===== src/rtl/ser_n_to_1.sv =====
// ser_n_to_1: parallel-to-serial serializer, LSB first, with a one-word
// holding buffer in front of the shift register for gapless streaming.
//
// Parameters:
//   Width   - word width in bits (2..64)
//   IdleBit - level driven on o_dat while no word is being shifted
//
// Ports:
//   i_clk  - serial bit clock, all state updates on posedge
//   i_rst  - asynchronous active-high reset
//   i_dat  - parallel word, bit 0 is transmitted first
//   i_vld  - i_dat valid; transfer on posedge with i_vld && o_rdy
//   o_rdy  - registered ready, high while the holding buffer is free
//   o_dat  - registered serial data
//   o_vld  - o_dat carries a word bit
//   o_frm  - o_dat carries bit 0 of a word
//   o_udf  - one-cycle pulse when the stream breaks after a finished word
//
// Optional feature macro: SER_PRBS_IDLE_EN
//   When defined, idle cycles carry a PRBS7 (x^7+x^6+1, seed 7'h7F)
//   instead of IdleBit. The LFSR only advances on idle cycles.

module ser_n_to_1 #(
    parameter int unsigned Width   = 8,
    parameter logic        IdleBit = 1'b0
) (
    input  logic             i_clk,
    input  logic             i_rst,
    input  logic [Width-1:0] i_dat,
    input  logic             i_vld,
    output logic             o_rdy,
    output logic             o_dat,
    output logic             o_vld,
    output logic             o_frm,
    output logic             o_udf
);

    localparam int unsigned CW = (Width > 1) ? $clog2(Width) : 1;
    localparam logic [CW-1:0] LAST = CW'(Width - 1);

    typedef enum logic {
        IDLE,
        SHIFT
    } state_t;

    state_t           state;
    logic [Width-1:0] hold;
    logic             hvld;
    logic [Width-1:0] shr;
    logic [CW-1:0]    cnt;

    logic at_last;
    logic load;
    logic acc;
    logic hvld_nx;
    logic emit_idle;
    logic idle_bit;

    assign at_last = (state == SHIFT) && (cnt == LAST);
    assign load    = hvld && ((state == IDLE) || at_last);
    assign acc     = i_vld && o_rdy;

    // An idle bit goes out whenever nothing is loaded and no word is
    // mid-flight, including the cycle that ends a word without successor.
    assign emit_idle = !load && ((state == IDLE) || at_last);

    // Accept and load never coincide: o_rdy=1 implies the buffer is empty.
    always_comb begin
        hvld_nx = hvld;
        if (load) hvld_nx = 1'b0;
        if (acc) hvld_nx = 1'b1;
    end

`ifdef SER_PRBS_IDLE_EN
    logic [6:0] lfsr;

    always_ff @(posedge i_clk or posedge i_rst) begin
        if (i_rst) begin
            lfsr <= 7'h7F;
        end else if (emit_idle) begin
            lfsr <= {lfsr[5:0], lfsr[6] ^ lfsr[5]};
        end
    end

    assign idle_bit = lfsr[6];
`else
    assign idle_bit = IdleBit;
`endif

    always_ff @(posedge i_clk or posedge i_rst) begin
        if (i_rst) begin
            state <= IDLE;
            hold  <= '0;
            hvld  <= 1'b0;
            shr   <= '0;
            cnt   <= '0;
            o_rdy <= 1'b0;
            o_dat <= IdleBit;
            o_vld <= 1'b0;
            o_frm <= 1'b0;
            o_udf <= 1'b0;
        end else begin
            hvld  <= hvld_nx;
            o_rdy <= !hvld_nx;
            o_frm <= 1'b0;
            o_udf <= 1'b0;
            if (acc) begin
                hold <= i_dat;
            end
            if (load) begin
                // Bit 0 leaves now; the rest waits in shr, LSB aligned.
                state <= SHIFT;
                cnt   <= '0;
                shr   <= hold >> 1;
                o_dat <= hold[0];
                o_vld <= 1'b1;
                o_frm <= 1'b1;
            end else if ((state == SHIFT) && !at_last) begin
                cnt   <= cnt + 1'b1;
                shr   <= shr >> 1;
                o_dat <= shr[0];
                o_vld <= 1'b1;
            end else begin
                if (at_last) begin
                    o_udf <= 1'b1;
                end
                state <= IDLE;
                cnt   <= '0;
                o_dat <= idle_bit;
                o_vld <= 1'b0;
            end
        end
    end

    // Only reachable when emit_idle is otherwise unused.
    logic unused_ok;
    assign unused_ok = emit_idle;

endmodule


===== config.mk =====
export PLATFORM = sky130hd
export DESIGN_NAME = ser_n_to_1
export DESIGN_NICKNAME = d
export VERILOG_FILES = /design/src/rtl/ser_n_to_1.sv
export SDC_FILE = /design/constraint.sdc
export NUM_CORES = 1
export LEC_CHECK = 0
export BUFFER_PORTS_ARGS = -buffer_cell sky130_fd_sc_hd__buf_2
export CORE_UTILIZATION = 48
export CTS_CLUSTER_DIAMETER = 30
export DETAILED_ROUTE_END_ITERATION = 8
export GPL_TIMING_DRIVEN = 0
export PLACE_DENSITY = 0.7
export SYNTH_ARGS = -nofsm -noshare
export SYNTH_HDL_FRONTEND = slang
export SYNTH_SLANG_ARGS = --single-unit

===== constraint.sdc =====
create_clock -name i_clk -period 1.5 [get_ports i_clk]
set_clock_uncertainty 0.15 [all_clocks]
set_input_delay 0.3 -clock i_clk [delete_from_list [all_inputs] [get_ports i_clk]]
set_output_delay 0.3 -clock i_clk [all_outputs]
set_load 0.03 [all_outputs]

[Yosys cells after proc, flatten, opt, wreduce, memory -nomap -nowiden]
Cells that the tools add are included.
Cells by class
  add/subtract/negate cells: 1
  multipliers: 0
  divide/modulo/power cells: 0
  order comparisons: 0
  eq/ne operators: 2
  shifts and indexed selects: 0
  multiplexer cells: 16
  bitwise gates (word level): 1
  reductions and logical operators: 8
Operators by type and width (number)
  2-to-1 mux 8 bit: 2
  2-to-1 mux 1 bit: 12
  2-to-1 mux 3 bit: 2
  logical AND 1 bit: 4
  adder 3 x 1 -> 3 bit, second input constant: 1
  equality test 3 bit, second input constant: 1
  zero test 1 bit: 2
  inequality test 2 bit, second input constant: 1
  nonzero test 2 bit: 1
  logical OR 1 bit: 1
  inverter 1 bit: 1
Storage, ports and cells
  flip-flop bits (word level): 26
  latch bits: 0
  bits in writable memories: 0
  ROM bits: 0
  input bits: 11
  output and inout port bits: 5
  logic and storage cells: 38
  memories kept: 0

[Longest topological paths before layout]
Gate-level depths: netlist (run 1).
  depth after elaboration: 7
  depth in mapped cells: 5
  mapped depth without buffers: 4

[Least setup slack after synthesis (run 1)]
Ideal clock, no wire load.
  path kind: reg2reg
  start: register cnt[0]
  end: register shr[0]
  setup time: 125 ps
  arrival: 1333 ps
  required time: 1225 ps
  slack: -108 ps
  cell stages (with the launch flop): 6
  path buffers: 1
  period minus slack after synthesis: 1608 ps
  cell sequence: dfrtp_1 -> ha_1 -> ha_1 -> nand2b_1 -> buf_4 -> mux2_4
On the way
  word-level cells in the longest chain between the ends: 5
  elaborated cells on any way between the ends: 8
  those cells by class: eq/ne (1); mux (1); reduce/logical (6)
Ends and longest elaborated chain
  from (decl): RTL line 50  | logic [CW-1:0] cnt;
  from (signal assigned): RTL line 119  | cnt <= cnt + 1'b1;
  equality test 3 bit (*): RTL line 59  | assign at_last = (state == SHIFT) && (cnt == LAST);
  logical AND 1 bit (*): RTL line 59
  logical OR 1 bit / zero test 1 bit (equally long branches)
  logical AND 1 bit, on equally long branches: RTL line 60, 118
  2-to-1 mux 8 bit / nonzero test 2 bit (equally long branches)
  to (signal assigned): RTL line 114  | shr <= hold >> 1;
  to (signal assigned): RTL line 120  | shr <= shr >> 1;
  to (decl): RTL line 49  | logic [Width-1:0] shr;
Mark *: on every way between the ends. The rest lies on a longest branch, timed or not.
A chain may end at the register's enable or synchronous reset.

[Worst setup path after layout (run 1)]
  start: register cnt[0]
  end: register shr[2]
Same word-level chain as after synthesis.

==> results of run 1 <==
## through the flow
| step | TNS, ns | setup WS (ns) |
|---|---|---|
| global route | -0.456 | -0.0724 |
| detailed placement | -0.352 | -0.0636 |
| CTS | -0.156 | -0.0314 |
| floorplan | -0.0749 | -0.0125 |
| finish | -0.0840 | -0.0182 |
| global placement | -0.300 | -0.0570 |
## Yosys cell counts, drive strengths merged
cell	number	area [um^2]
nand2b	1	6.26
and2	2	12.5
o21ai	2	10.0
mux2i	1	10.0
nor2	3	11.3
buf	2	18.8
nand2	4	15.0
inv	2	7.51
dfrtp	25	626
and3	1	6.26
nor2b	1	6.26
ha	2	25.0
a21boi	1	7.51
mux2	20	270
nand3b	1	7.51
## critical path, cell delays in order (launching register included)
cell	delay, ns
dfrtp_1	0.40
ha_2	0.19
ha_4	0.16
nand2b_4	0.20
mux2_4	0.32
## power by group through the flow
stage	Clock, mW	Combinational, mW	Sequential [mW]
after floorplan	0	0.804	1.16
after global placement	0	1.03	1.09
after detailed placement	0	1.05	1.11
after CTS	0.302	1.06	1.09
after global routing	0.325	1.14	1.12
final	0.281	1.06	1.09
## routing by layer
layer,share of wire (%),vias to the layer above,wire length [um]
met5,0,-,0
met4,0.94,0,14
met3,2.6,2,38
met2,52,8,767
met1,45,275,667
li1,-,272,-
## layout make-up
type                    count  area, um^2  share of cell area [%]
multi-input cells          39         410                    33.8
plain buffers               1        11.3                   0.928
flip-flops and latches     25         626                    51.5
inverters                   2        7.51                   0.619
repair buffers             18        97.6                    8.04
well taps                  27        33.8                    2.78
clock buffers               3        22.5                    1.86
clock inverters             1        5.00                   0.412
## kinds of logic (layout without fill, tap and decap cells)
group | Yosys count | in the layout | synth area share [%]
AO/OA/AOI/OAI | 3 | 3 | 1.69
adder cells (fa/ha/maj) | 2 | 2 | 2.41
buffers and inverters | 4 | 25 | 2.53
flip-flops | 25 | 25 | 60.2
multiplexers | 21 | 21 | 27.0
AND/OR/NAND/NOR | 13 | 13 | 6.26
## worst max path at each step
stage | cells after the start | start | endpoint
after floorplan | 5 | cnt[0] | shr[0]
after global placement | 5 | cnt[0] | shr[5]
after detailed placement | 5 | cnt[0] | shr[2]
after CTS | 4 | cnt[0] | shr[2]
after global routing | 4 | cnt[0] | shr[3]
final | 4 | cnt[0] | shr[2]
## repair_timing
item | CTS | global route
gates resized for setup | 1 | 0
setup endpoints to repair | 6 | 9
setup buffers | 2 | 1
==> results.ini, run 1 <==
[status]
status = finished, violations left
violations = setup timing

[clocking]
clk_pin_slew_ns = 0.13
ctsHoldBuffers = 0
cts_tree = yes
cts_made_buffers = 3
clockBufferDepth = 2
worstSkewPairLatency_ns = 0.30
cts.sinks = 25
cts-htree-levels = 1
cts_root_buf = clkbuf_4

[setup_path]
worstPathRequired_ns = 1.55
rrSetupSlack_ns = -0.02
arrival_ns = 1.57
reg2reg_from = cnt[0]
crit_type = reg2reg
end_kind = flip-flop
critPathLaunchType = flip-flop
rr_worst_depth = 4
r2r-end = shr[2]
cp_max_fo = 8

[global_routing]
grt_use_met2_pct = 25.6
use_met3_pct = 2.83
grt_max_degree = 26
use_met1_pct = 17.5
track_usage_pct = 14.8
grt_pass1_vias = 602
grt-ovfl-total = 0
grt_busiest_layer = met2
grt_pass1_wl_um = 2560
antenna_found_initial = 0

[sta]
fmax_mhz = 659
hold_ws_ns = 0.0175
worst_slack_ns = -0.0182
final-hold-violation-count = 0
slew_headroom_pct = 39.9
fin_crit_ns = 1.52
fin_crit_sh_pct = 101
rsz0062_at_grt = yes
drv_slew = 0
tightest_slew_ns = 0.900
finalSetupViolCount = 6

[power]
combPwrFrac_pct = 43.5
pwr_density_cell_nw_per_um2 = 2000
clockPowerShare_pct = 11.6
swShare_pct = 31.0
p_switching_mw = 0.752
p_seq_share_pct = 44.9
p_int_mw = 1.67
power.leakage_nw = 0.605
power_mw = 2.42
peakVddDrop_v = 0.00104

[run]
cap_violations = 0

[final_layout]
largest_reg_flops = 8
design_area_um2 = 1210
filler_cell_count = 169
mostFrequentLayoutCells = dfrtp_1, buf_2, mux2_4
layout_commonest_cell = dfrtp_1
stdcell_count = 116
largest-register = hold
fin_nets = 103
top_regs = hold: 8 flops, shr: 7 flops, cnt: 3 flops
utilization_pct = 60.6
drive_gt1_share_pct = 51.7
n_antenna_cell = 0
area.growth.synth_to_final_pct = 16.7

[detailed_routing]
dr.pass1.iters = 2
drt_iter0_markers = 6
wirelength_um = 1490
vias = 557
drc = 0
ant_nets = 0
routedWlPerCell_um = 12.8
routed_via_density = 4.80

[die]
rows = 16
start_util_pct = 51.9
die_x_um = 48.5
die_h_um = 48.5
core_um2 = 2000
dieArea_um2 = 2360
ios = 16

[placed_design]
place_area_um2 = 1170
numPortBuffers = 15
place_hpwl_um = 1050
place_inst = 110
gp_congestion = 0.752

[yosys]
yosysWarnings = 0
synth_cell_types = 17
syn_area_um2 = 1040
synth_cells = 68
syn-num-nets = 81
ys_ff_latch = 25
avgSynthCellArea_um2 = 15.3
yosysSeqAreaShare_pct = 60.2

[worst_hold_path]
hold_class = in2async

(Power assumes the default switching activity.)
==> run 2: changes to the inputs <==
--- a/config.mk
+++ b/config.mk
@@ -6,11 +6,12 @@
 export NUM_CORES = 1
 export LEC_CHECK = 0
 export BUFFER_PORTS_ARGS = -buffer_cell sky130_fd_sc_hd__buf_2
-export CORE_UTILIZATION = 48
+export CORE_UTILIZATION = 51
+export CTS_BUF_LIST = sky130_fd_sc_hd__clkbuf_8
 export CTS_CLUSTER_DIAMETER = 30
 export DETAILED_ROUTE_END_ITERATION = 8
 export GPL_TIMING_DRIVEN = 0
-export PLACE_DENSITY = 0.7
+export PLACE_DENSITY = 0.74
 export SYNTH_ARGS = -nofsm -noshare
 export SYNTH_HDL_FRONTEND = slang
 export SYNTH_SLANG_ARGS = --single-unit
==> run 2 against run 1 <==
Net effect:
- the flow still finishes with violations (setup timing)
- clock-buffer cell count stayed put
- largest cell class unchanged
- power is 5.9% higher
- design area is 2.1% higher
- combinational power hardly changed
- critical endpoint is now shr[4]
- register-to-register slack hardly changed
- clock power is 37% higher
- non-clock buffer count is 1 lower
- via count is 4.8% higher
- worst setup slack better by 0.0075 ns
==> results.ini, run 2 (synthesis results as in run 1) <==
[power]
peakVddDrop_v = 0.00113  ; was 0.00104 V
pwr_density_cell_nw_per_um2 = 2070  ; was 2000 nW/um^2
combPwrFrac_pct = 42.1  ; was 43.5%
swShare_pct = 30.8  ; was 31.0%
p_int_mw = 1.78  ; was 1.67 mW
power_mw = 2.57  ; was 2.42 mW
p_switching_mw = 0.790  ; was 0.752 mW
p_seq_share_pct = 42.9  ; was 44.9%
clockPowerShare_pct = 15.0  ; was 11.6%
power.leakage_nw = 0.618  ; was 0.605 nW

[sta]
drv_slew = 0  ; unchanged
fmax_mhz = 662  ; was 659 MHz
tns_ns = -0.0209  ; was -0.0840 ns
final-hold-violation-count = 0  ; unchanged
finalSetupViolCount = 3  ; was 6
rsz0062_at_grt = yes  ; unchanged
worst_slack_ns = -0.0107  ; was -0.0182 ns
fin_crit_sh_pct = 101  ; about the same
fin_crit_ns = 1.51  ; was 1.52 ns
tightest_slew_ns = 0.909  ; was 0.900 ns
slew_headroom_pct = 39.3  ; was 39.9%

[global_routing]
grt_pass1_wl_um = 2400  ; was 2560 um
grt_pass1_vias = 537  ; was 602
antenna_found_initial = 0  ; unchanged
grt-ovfl-total = 0  ; unchanged
grt_use_met2_pct = 27.5  ; was 25.6%
use_met1_pct = 19.9  ; was 17.5%
grt_busiest_layer = met2  ; unchanged
track_usage_pct = 17.1  ; was 14.8%
use_met3_pct = 8.08  ; was 2.83%
grt_max_degree = 26  ; unchanged

[placed_design]
gp_congestion = 0.750  ; was 0.752
numPortBuffers = 15  ; unchanged
pre_cts_slack_ns = -0.0834  ; was -0.0636 ns

[die]
die_x_um = 47.2  ; was 48.5 um
ios = 16  ; unchanged
core_um2 = 1820  ; was 2000 um^2
start_util_pct = 57.1  ; was 51.9%
rows = 15  ; was 16
dieArea_um2 = 2220  ; was 2360 um^2
die_h_um = 47.2  ; was 48.5 um

[clocking]
cts-htree-levels = 1  ; unchanged
cts.sinks = 25  ; unchanged
cts_tree = yes  ; unchanged
ctsHoldBuffers = 0  ; unchanged
cts_made_buffers = 3  ; unchanged
clk_pin_slew_ns = 0.08  ; was 0.13 ns
cts_root_buf = clkbuf_8  ; was clkbuf_4
worstSkewPairLatency_ns = 0.26  ; was 0.30 ns
clockBufferDepth = 2  ; unchanged

[worst_hold_path]
hold_class = in2async  ; unchanged

[final_layout]
largest-register = hold  ; unchanged
area.growth.synth_to_final_pct = 19.1  ; was 16.7%
top_regs = hold: 8 flops, shr: 7 flops, cnt: 3 flops  ; unchanged
drive_gt1_share_pct = 52.8  ; was 51.7%
fin_nets = 103  ; unchanged
n_antenna_cell = 0  ; unchanged
mostFrequentLayoutCells = dfrtp_1, buf_2, mux2_4  ; unchanged
layout_commonest_cell = dfrtp_1  ; unchanged
utilization_pct = 68.0  ; was 60.6%
largest_reg_flops = 8  ; unchanged

[detailed_routing]
drc = 0  ; unchanged
vias = 584  ; was 557
drt_iter0_markers = 2  ; was 6
routedWlPerCell_um = 13.7  ; was 12.8 um
routed_via_density = 5.12  ; was 4.80
wirelength_um = 1560  ; was 1490 um
ant_nets = 0  ; unchanged
dr.pass1.iters = 2  ; unchanged

[status]
violations = setup timing  ; unchanged
status = finished, violations left  ; unchanged

[setup_path]
worstPathRequired_ns = 1.50  ; was 1.55 ns
end_kind = flip-flop  ; unchanged
cp_slowest_stage_delay_ns = 0.40  ; about the same
crit_type = reg2reg  ; unchanged
crit_chain = ha_2 > ha_4 > nand2b_4 > mux2_4  ; unchanged
arrival_ns = 1.51  ; was 1.57 ns
cp_max_fo = 5  ; was 8
critPathLaunchType = flip-flop  ; unchanged
slowest_stage = dfrtp_1  ; unchanged

[run]
cap_violations = 0  ; unchanged

==> run 2: cell types whose count changed in the layout (fill, tap and decap cells not counted), sizes merged <==
cell and delta:
nand2b +1, buf -1
==> run 2: final timing paths <==
path	from	slack [ns]	depth (start not counted)	end
min in group i_clk	i_dat[2]	0.11	2	hold[2]
worst min-delay path	i_rst	0.07	2	shr[3]
worst min register to register	cnt[0]	0.29	1	cnt[0]
max in group asynchronous	i_rst	0.57	2	o_rdy
worst max-delay path	cnt[0]	-0.01	4	shr[4]
worst max register to register	cnt[0]	-0.01	4	shr[4]
==> run 2: metrics by stage <==
step                      instance area, um^2  hold WS [ns]  cells
after floorplan                          1070         0.177     68
after global placement                   1170         0.284    108
after detailed placement                 1170         0.297    108
after CTS                                1220        0.0898    112
after global routing                     1240        0.0933    114
final                                    1240        0.0704    114
==> run 2: final cells by class <==
class / instances / area, um^2
plain buffers: 1 / 11.3
clock buffers: 3 / 41.3
clock inverters: 1 / 5.00
fillers: 140 / 582
inverters: 2 / 7.51
multi-input cells: 40 / 427
flip-flops and latches: 25 / 626
well taps: 25 / 31.3
repair buffers: 17 / 90.1
==> run 2: power groups by stage <==
stage                     combinational, mW  clock [mW]  sequential (mW)
after global placement                 1.02           0             1.10
after CTS                              1.07       0.404             1.11
final                                  1.08       0.385             1.10
after floorplan                       0.804           0             1.16
after global routing                   1.18       0.434             1.13
after detailed placement               1.06           0             1.11
==> run 2: repair_timing <==
item,CTS,global route
hold endpoints to repair,0,0
buffers inserted,0,2
cloned,1,0
gates resized for setup,2,0
setup endpoints to repair,8,6
==> run 2: layer usage <==
layer	vias to the layer above	share of wire, %
met5	-	0
met4	0	0.77
met3	2	4.3
met2	14	50
met1	294	45
li1	274	-
==> run 2: worst max-delay path, delay by kind of cell, from the launching register on <==
kind | cells | cell delay, ns
muxes | 1 | 0.31
adders and majority gates | 2 | 0.36
and+or+nand+nor | 1 | 0.18
DFF | 1 | 0.40
